<file path="src/rtl/cpu_pkg.sv">
// Shared CPU definitions: datapath widths, NOP encoding, opcodes and fetch FSM states.
package cpu_pkg;
  localparam int PC_W    = 16;
  localparam int INSTR_W = 16;
  localparam logic [15:0] NOP_WORD = 16'h0000;

  localparam logic [3:0] OP_ADD = 4'b0001;
  localparam logic [3:0] OP_SUB = 4'b0010;
  localparam logic [3:0] OP_OR  = 4'b0100;
  localparam logic [3:0] OP_XOR = 4'b0101;
  localparam logic [3:0] OP_SL  = 4'b0110;
  localparam logic [3:0] OP_BZ  = 4'b1100;

  typedef enum logic [1:0] {
    ST_BOOT   = 2'd0,
    ST_RUN    = 2'd1,
    ST_BUBBLE = 2'd2
  } fetch_state_t;
endpackage

</file>
<file path="src/rtl/if_id_reg.sv">
// IF/ID pipeline register. bubble overrides load; neither asserted holds contents.
module if_id_reg
  import cpu_pkg::*;
#(
  parameter int                 PC_W_P    = PC_W,
  parameter int                 INSTR_W_P = INSTR_W,
  parameter logic [INSTR_W_P-1:0] NOP_P   = NOP_WORD
) (
  input  logic                 clk,
  input  logic                 rst,
  input  logic                 load,
  input  logic                 bubble,
  input  logic [INSTR_W_P-1:0] instr_in,
  input  logic [PC_W_P-1:0]    pc1_in,
  output logic [INSTR_W_P-1:0] instr_out,
  output logic [PC_W_P-1:0]    pc1_out,
  output logic                 valid_out
);
  logic [INSTR_W_P-1:0] instr_q, instr_d;
  logic [PC_W_P-1:0]    pc1_q, pc1_d;
  logic                 valid_q, valid_d;

  always_comb begin
    instr_d = instr_q;
    pc1_d   = pc1_q;
    valid_d = valid_q;
    if (bubble) begin
      instr_d = NOP_P;
      pc1_d   = '0;
      valid_d = 1'b0;
    end else if (load) begin
      instr_d = instr_in;
      pc1_d   = pc1_in;
      valid_d = 1'b1;
    end
  end

  always_ff @(posedge clk) begin
    if (rst) begin
      instr_q <= NOP_P;
      pc1_q   <= '0;
      valid_q <= 1'b0;
    end else begin
      instr_q <= instr_d;
      pc1_q   <= pc1_d;
      valid_q <= valid_d;
    end
  end

  assign instr_out = instr_q;
  assign pc1_out   = pc1_q;
  assign valid_out = valid_q;
endmodule

</file>
<file path="src/rtl/fetch_stage.sv">
// PC generator, fetch FSM (BOOT/RUN/BUBBLE) and IF/ID register.
// Optional delivery/bubble counters enabled with macro FETCH_STATS_EN.
module fetch_stage
  import cpu_pkg::*;
#(
  parameter int                 PC_W_P      = PC_W,
  parameter int                 INSTR_W_P   = INSTR_W,
  parameter int                 FLUSH_DEPTH = 1,
  parameter logic [INSTR_W_P-1:0] NOP_P     = NOP_WORD
) (
  input  logic                 clk,
  input  logic                 rst,
  input  logic                 stall,
  input  logic                 br_taken,
  input  logic [PC_W_P-1:0]    br_target,
  output logic [PC_W_P-1:0]    pc_out,
  input  logic [INSTR_W_P-1:0] instr_in,
  output logic [INSTR_W_P-1:0] if_id_instr,
  output logic [PC_W_P-1:0]    if_id_pc1,
  output logic                 if_id_valid
`ifdef FETCH_STATS_EN
  ,
  output logic [15:0]          fetch_cnt,
  output logic [15:0]          flush_cnt
`endif
);
  // bcnt holds the bubble cycles still to be spent in BUBBLE after the redirect cycle
  localparam logic [1:0] BCNT_INIT = 2'(FLUSH_DEPTH - 1);

  logic [PC_W_P-1:0] pc_q, pc_d, pc_inc;
  fetch_state_t      state_q, state_d;
  logic [1:0]        bcnt_q, bcnt_d;
  logic              ld, bub;

  assign pc_inc = pc_q + PC_W_P'(1);

  always_comb begin
    pc_d    = pc_q;
    state_d = state_q;
    bcnt_d  = bcnt_q;
    ld      = 1'b0;
    bub     = 1'b0;
    case (state_q)
      ST_BOOT: begin
        bub     = 1'b1;
        state_d = ST_RUN;
      end
      ST_RUN, ST_BUBBLE: begin
        if (br_taken) begin
          pc_d    = br_target;
          bub     = 1'b1;
          bcnt_d  = BCNT_INIT;
          state_d = (FLUSH_DEPTH > 1) ? ST_BUBBLE : ST_RUN;
        end else if (state_q == ST_BUBBLE) begin
          bub    = 1'b1;
          bcnt_d = bcnt_q - 2'd1;
          if (bcnt_q == 2'd1) state_d = ST_RUN;
        end else if (!stall) begin
          ld   = 1'b1;
          pc_d = pc_inc;
        end
      end
      default: state_d = ST_BOOT;
    endcase
  end

  always_ff @(posedge clk) begin
    if (rst) begin
      pc_q    <= '0;
      state_q <= ST_BOOT;
      bcnt_q  <= '0;
    end else begin
      pc_q    <= pc_d;
      state_q <= state_d;
      bcnt_q  <= bcnt_d;
    end
  end

  assign pc_out = pc_q;

  if_id_reg #(
    .PC_W_P    (PC_W_P),
    .INSTR_W_P (INSTR_W_P),
    .NOP_P     (NOP_P)
  ) u_if_id (
    .clk       (clk),
    .rst       (rst),
    .load      (ld),
    .bubble    (bub),
    .instr_in  (instr_in),
    .pc1_in    (pc_inc),
    .instr_out (if_id_instr),
    .pc1_out   (if_id_pc1),
    .valid_out (if_id_valid)
  );

`ifdef FETCH_STATS_EN
  logic [15:0] fetch_cnt_q, fetch_cnt_d;
  logic [15:0] flush_cnt_q, flush_cnt_d;

  // the BOOT bubble is not a redirect bubble and is not counted
  always_comb begin
    fetch_cnt_d = fetch_cnt_q;
    flush_cnt_d = flush_cnt_q;
    if (ld && fetch_cnt_q != 16'hFFFF) fetch_cnt_d = fetch_cnt_q + 16'd1;
    if (bub && state_q != ST_BOOT && flush_cnt_q != 16'hFFFF) flush_cnt_d = flush_cnt_q + 16'd1;
  end

  always_ff @(posedge clk) begin
    if (rst) begin
      fetch_cnt_q <= '0;
      flush_cnt_q <= '0;
    end else begin
      fetch_cnt_q <= fetch_cnt_d;
      flush_cnt_q <= flush_cnt_d;
    end
  end

  assign fetch_cnt = fetch_cnt_q;
  assign flush_cnt = flush_cnt_q;
`endif
endmodule

</file>
<file path="config.mk">
export PLATFORM = sky130hd
export DESIGN_NAME = fetch_stage
export DESIGN_NICKNAME = d
export VERILOG_FILES = /design/src/rtl/cpu_pkg.sv /design/src/rtl/if_id_reg.sv /design/src/rtl/fetch_stage.sv
export SDC_FILE = /design/constraint.sdc
export NUM_CORES = 1
export LEC_CHECK = 0
export ABC_AREA = 1
export CORE_UTILIZATION = 34
export DETAILED_ROUTE_END_ITERATION = 10
export PLACE_DENSITY_LB_ADDON = 0.1
export SLEW_MARGIN = 20
export SYNTH_ARGS = -nofsm -noshare
export SYNTH_HDL_FRONTEND = slang
export SYNTH_HIERARCHICAL = 1
export SYNTH_SLANG_ARGS = --single-unit
</file>
<file path="constraint.sdc">
create_clock -name clk -period 2 [get_ports clk]
set_input_delay 0.2 -clock clk [delete_from_list [all_inputs] [get_ports clk]]
set_output_delay 0.2 -clock clk [all_outputs]
set_load 0.01 [all_outputs]
</file>
# Word level (Yosys, flattened, before mapping)
# Index checks and enable logic that the tools add are counted.
[totals]
register_bits = 53
latch_bits = 0
mem_bits_rw = 0
romBits = 0
input_bits = 36
memories = 0
[classes]
add_sub_neg = 2
n_mul = 0
n_div = 0
n_lt_le_gt_ge = 0
eq_ne = 7
shift = 0
mux = 16
bitwise = 0
n_reduce_logical = 7
[ops]
columns = ["cell", "n"]
rows = [
  ["2-to-1 mux 16 bit", 3],
  ["adder 16 x 1 -> 16 bit (second input constant)", 1],
  ["2-to-1 mux 2 bit", 5],
  ["2-to-1 mux 1 bit", 6],
  ["!= test 3 bit (second input constant)", 2],
  ["== test 2 x 1 -> 1 bit (second input constant)", 2],
  ["one-hot mux 2 bit (2 select lines)", 1],
  ["AND reduction 2 bit", 2],
  ["OR reduction 2 bit", 2],
  ["AND reduction 3 bit", 1],
  ["== test 2 bit (second input constant)", 1],
  ["logical NOT 2 bit", 1],
  ["!= test 2 x 1 -> 1 bit (second input constant)", 1],
  ["!= test 2 bit (second input constant)", 1],
  ["one-hot mux 1 bit (2 select lines)", 1],
  ["nonzero test 2 bit", 1],
  ["subtractor 2 x 1 -> 2 bit (second input constant)", 1],
]

# Longest topological paths before layout
[depth]
ltp_word = 5
depth_mapped = 11
mapped_depth_nobuf = 11

# Hierarchy
# Netlist, hierarchy kept.
[by_module_without_submodules]
columns = ["module", "n_inst", "cells_each", "area_per_inst_um2", "seq_area_each_um2"]
rows = [
  ["if_id_reg", 1, 205, 1360.1, 660.6],
  ["fetch_stage", 1, 165, 1137.3, 340.3],
]

# Least setup slack after synthesis
# No wires, ideal clock.
[synth_timing]
path_type = "reg-to-reg"
startpoint = "reg pc_q[1], in the netlist pc_out[1]"
endpoint = "reg u_if_id.pc1_q[10], in the netlist u_if_id/pc1_out[10]"
setup_ps = 113
arrival_ps = 1395
required_ps = 1887
setup_slack_ps = 493
stages_incl_launch_ff = 12
n_path_buf = 0
synth_period_minus_slack_ps = 1507
cell_sequence = "dfxtp_1 ha_1 nand3_2 inv_2 nand2_2 nor2_1 nand2_1 and2_1 inv_1 nand2_1 nand2_1 nor2_1"
[synth_between]
elab_chain_len = 1
[synth_lines]
columns = ["item", "line_no", "text"]
rows = [
  ["from (decl)", "fetch_stage.sv:30", "logic [PC_W_P-1:0] pc_q, pc_d, pc_inc;"],
  ["from (signal assigned)", "fetch_stage.sv:73", "pc_q <= pc_d;"],
  ["adder 16 x 1 -> 16 bit", "fetch_stage.sv:35", "assign pc_inc = pc_q + PC_W_P'(1);"],
  ["net pc_inc[10]", "fetch_stage.sv:30", ""],
  ["to (signal assigned)", "if_id_reg.sv:45", "pc1_q <= pc1_d;"],
  ["to (decl)", "if_id_reg.sv:20", "logic [PC_W_P-1:0] pc1_q, pc1_d;"],
]
# The timed path passes the listed nets, and every way through them passes these cells.
# A chain may end at the register's enable or synchronous reset.

# Worst setup path in the final report
# Same ends and word-level chain as after synthesis.

==> summary.txt <==
Max Slew Vio Count: 0
number of iterations in the first detailed-routing pass: 4
number of vias per cell: 4.33
largest vdd supply drop: 0.000230 V
number of distinct standard cells referenced by the synthesized netlist: 28
Die Span Y: 87.7 um
top area cells in the synthesized netlist: dfxtp_1 (40%), nand2_1 (15%), nor2_1 (11%), inv_1 (6.0%), a21oi_1 (5.4%)
root buffer cell: clkbuf_8
per-cell routed wire length: 11.0 um
cts repair resizes: 0
site row count: 30
actual slew at the worst max-slew pin: 449 ps
worst r2r path cells: 11
sum of overflow across all layers after global routing: 0
vias post-DR: 2381
count of hold-fix buffers inserted at cts: 0
top cell family by delay on the critical path: simple AND/OR/NAND/NOR gates
area used by sequential logic in the layout: 1000 um2
count of final setup violators: 0
Synthesis Warnings: 6
Pwr Density: 581 nW/um2
top cell type's share of synthesized area: 40.1%
Routed Antenna Nets: 0
signed area change from the synthesized netlist to the final layout: 40.5%
cell count after synthesis: 370
number of buffers added by the clock tree synthesis step: 5
final weighted congestion of routability-driven global placement: 0.796
cell with the largest stage delay on the worst path: dfxtp_1
sequential share of the synthesized area: 40.1%
post-synthesis sequential element count: 50
final routed wirelength across all metal layers: 6030 um
worst stage delay on the critical path: 410 ps
antenna fix cells: 0
Hold Crit Class: flop to flop
worst min-delay path endpoint: u_if_id/instr_out[12]
clock latency of the later-clocked register in the worst-skew pair: 300 ps
Die ar.: 7690 um2
highest attainable clock frequency: 616 MHz
via count of the first global-routing pass: 2195
unrepaired setup endpoints after global routing: false
Setup CP Type: flop to flop
WP data arrival: 1820 ps
final-stage net count: 490
Filler cells: 746
biggest area consumer among synthesized cells: dfxtp_1
skew final: 6.86 ps
CTS tree: built
CTS Buffer Depth: 2
clock slew at the register clock pins of the worst setup and hold paths: 90 ps
netlist area before placement: 2500 um2
Final min period: 1620 ps
DRC violation count after routing: 0
max-cap violations: 0
wire length of the first global-routing pass: 9910 um
clock tree sinks: 50
static power due to leakage: 1.33 nW
largest net degree at the start of global routing: 37
critical-path cell list: ha_1 > nand3_2 > inv_2 > nand2_2 > nor2_1 > nand2_1 > and2_1 > inv_1 > nand2_1 > nand2_1 > nor2_1
crit share post-route: 81.2%
kind of start point of the critical path: flop
Post-Syn Area per Cell: 6.75 um2
sum of negative setup slack: 0 ps
H-tree depth reported by CTS: 2
critical path required time: 2200 ps
Top-Level Pins: 85
number of buffer cells added on primary ports: 84
source of the worst register-to-register timing path: pc_out[1]
critical path buffer and inverter count: 2
critical register-to-register path endpoint: u_if_id/pc1_out[10]
run status: finished clean
core box area: 6940 um2
Most Frequent Cell on Critical Path: nand2_1
number of hold-slack violations in the final timing report: 0
area used by multi-input combinational logic: 1220 um2
DIE WIDTH: 87.7 um
register-to-register path setup slack: 380 ps
Post-CTS Repair Setup Buffers: 0
smallest setup slack after layout: 377 ps
First DRT Iteration DRCs: 72
top fanout value on the critical path: 5
relative max-transition margin: 70.0%
worst slack, placed: 373 ps
starting density of the core: 36.0%
total routing resource utilization after global routing: 16.2%
Synthesized Nets: 407
DP HPWL: 4400 um
CP endpoint kind: flop
share of post-route cells with drive strength above 1: 8.81%
Hold Path Stages: 2
antenna violations before repair: 0
critical hold path startpoint: u_if_id/instr_out[12]
[layout make-up]
class | instances | area share (%)
clock buffer | 6 | 2.35
multi-input combinational | 261 | 34.7
inverter | 43 | 4.60
sequential | 50 | 28.5
tap | 96 | 3.42
clock inverter | 2 | 0.357
timing repair buffer | 92 | 26.0
[through the flow]
stage          instances  power [mW]  instance area (um2)  hold WS, ps  util, %
6_report             550        2.04                 3510          471     50.5
2_1_floorplan        370        1.28                 2500          351        -
3_3_place_gp         542        1.46                 3410          457     49.2
3_5_place_dp         542        1.46                 3410          462     49.2
4_1_cts              550        2.08                 3510          474     50.5
5_1_grt              550        2.15                 3510          493     50.5
[how the worst max path moves through the flow]
stage          startpoint                   end  slack [ps]  cells after the start
2_1_floorplan   pc_out[1]   u_if_id/pc1_out[10]         490                     11
3_3_place_gp     br_taken  u_if_id/instr_out[4]         390                      8
3_5_place_dp     br_taken  u_if_id/instr_out[5]         370                      8
4_1_cts         pc_out[1]   u_if_id/pc1_out[10]         360                     11
5_1_grt         pc_out[1]   u_if_id/pc1_out[10]         260                     11
6_report        pc_out[1]   u_if_id/pc1_out[10]         380                     11
[cells in the mapped netlist (all sizes together)]
cell,n
nand2,109
o21bai,1
dfxtp,50
xnor2,4
nand3b,1
a31oi,2
buf,14
nand4,3
xor2,3
and2,3
clkbuf,2
nand3,8
inv,43
o21a,1
nor2,79
o21ai,18
a21oi,28
ha,1
[where the power goes]
group | leakage [nW] | switching (mW) | internal, mW
Clock | 0.0472 | 0.329 | 0.279
Combinational | 0.872 | 0.171 | 0.190
Sequential | 0.407 | 0.0430 | 1.03
[flip-flops by register name (all words and copies together) (netlist names)]
| name | count |
|---|---|
| pc_out | 16 |
| state_q | 1 |
| u_if_id/instr_out | 16 |
| u_if_id/pc1_out | 16 |
| u_if_id/valid_out | 1 |
[cells in the final DEF, fill, tap and decap left out, types with 6 or more instances in the layout]
master,n
a21oi_1,27
buf_4,7
clkbuf_8,6
clkdlybuf4s50_1,84
dfxtp_1,50
inv_1,40
nand2_1,101
nand2_2,8
nand3_1,6
nor2_1,72
o21ai_0,18
[logic make-up (layout without fill, tap and decap cells)]
| logic type | count (synthesis) | count (layout) | synth area share [%] |
|---|---|---|---|
| compound gates | 50 | 50 | 10.6 |
| fa+ha+maj | 1 | 1 | 0.501 |
| simple gates | 203 | 203 | 34.3 |
| buf+inv | 59 | 143 | 11.5 |
| flops | 50 | 50 | 40.1 |
| xor+xnor | 7 | 7 | 3.06 |
[metal layers]
layer	part of all wire, %	track usage (%)
met2	44	26.6
met4	0.73	4.77
met1	50	21.7
met3	5.4	3.11
met5	0	0
[worst reg2reg max path, stage by stage, from the launching register on]
cell and delay [ps]:
dfxtp_1 410, ha_1 230, nand3_2 150, inv_2 120
nand2_2 90, nor2_1 110, nand2_1 80, and2_1 170
inv_1 50, nand2_1 40, nand2_1 60, nor2_1 40
No activity file was read; power rests on OpenSTA's default activity.
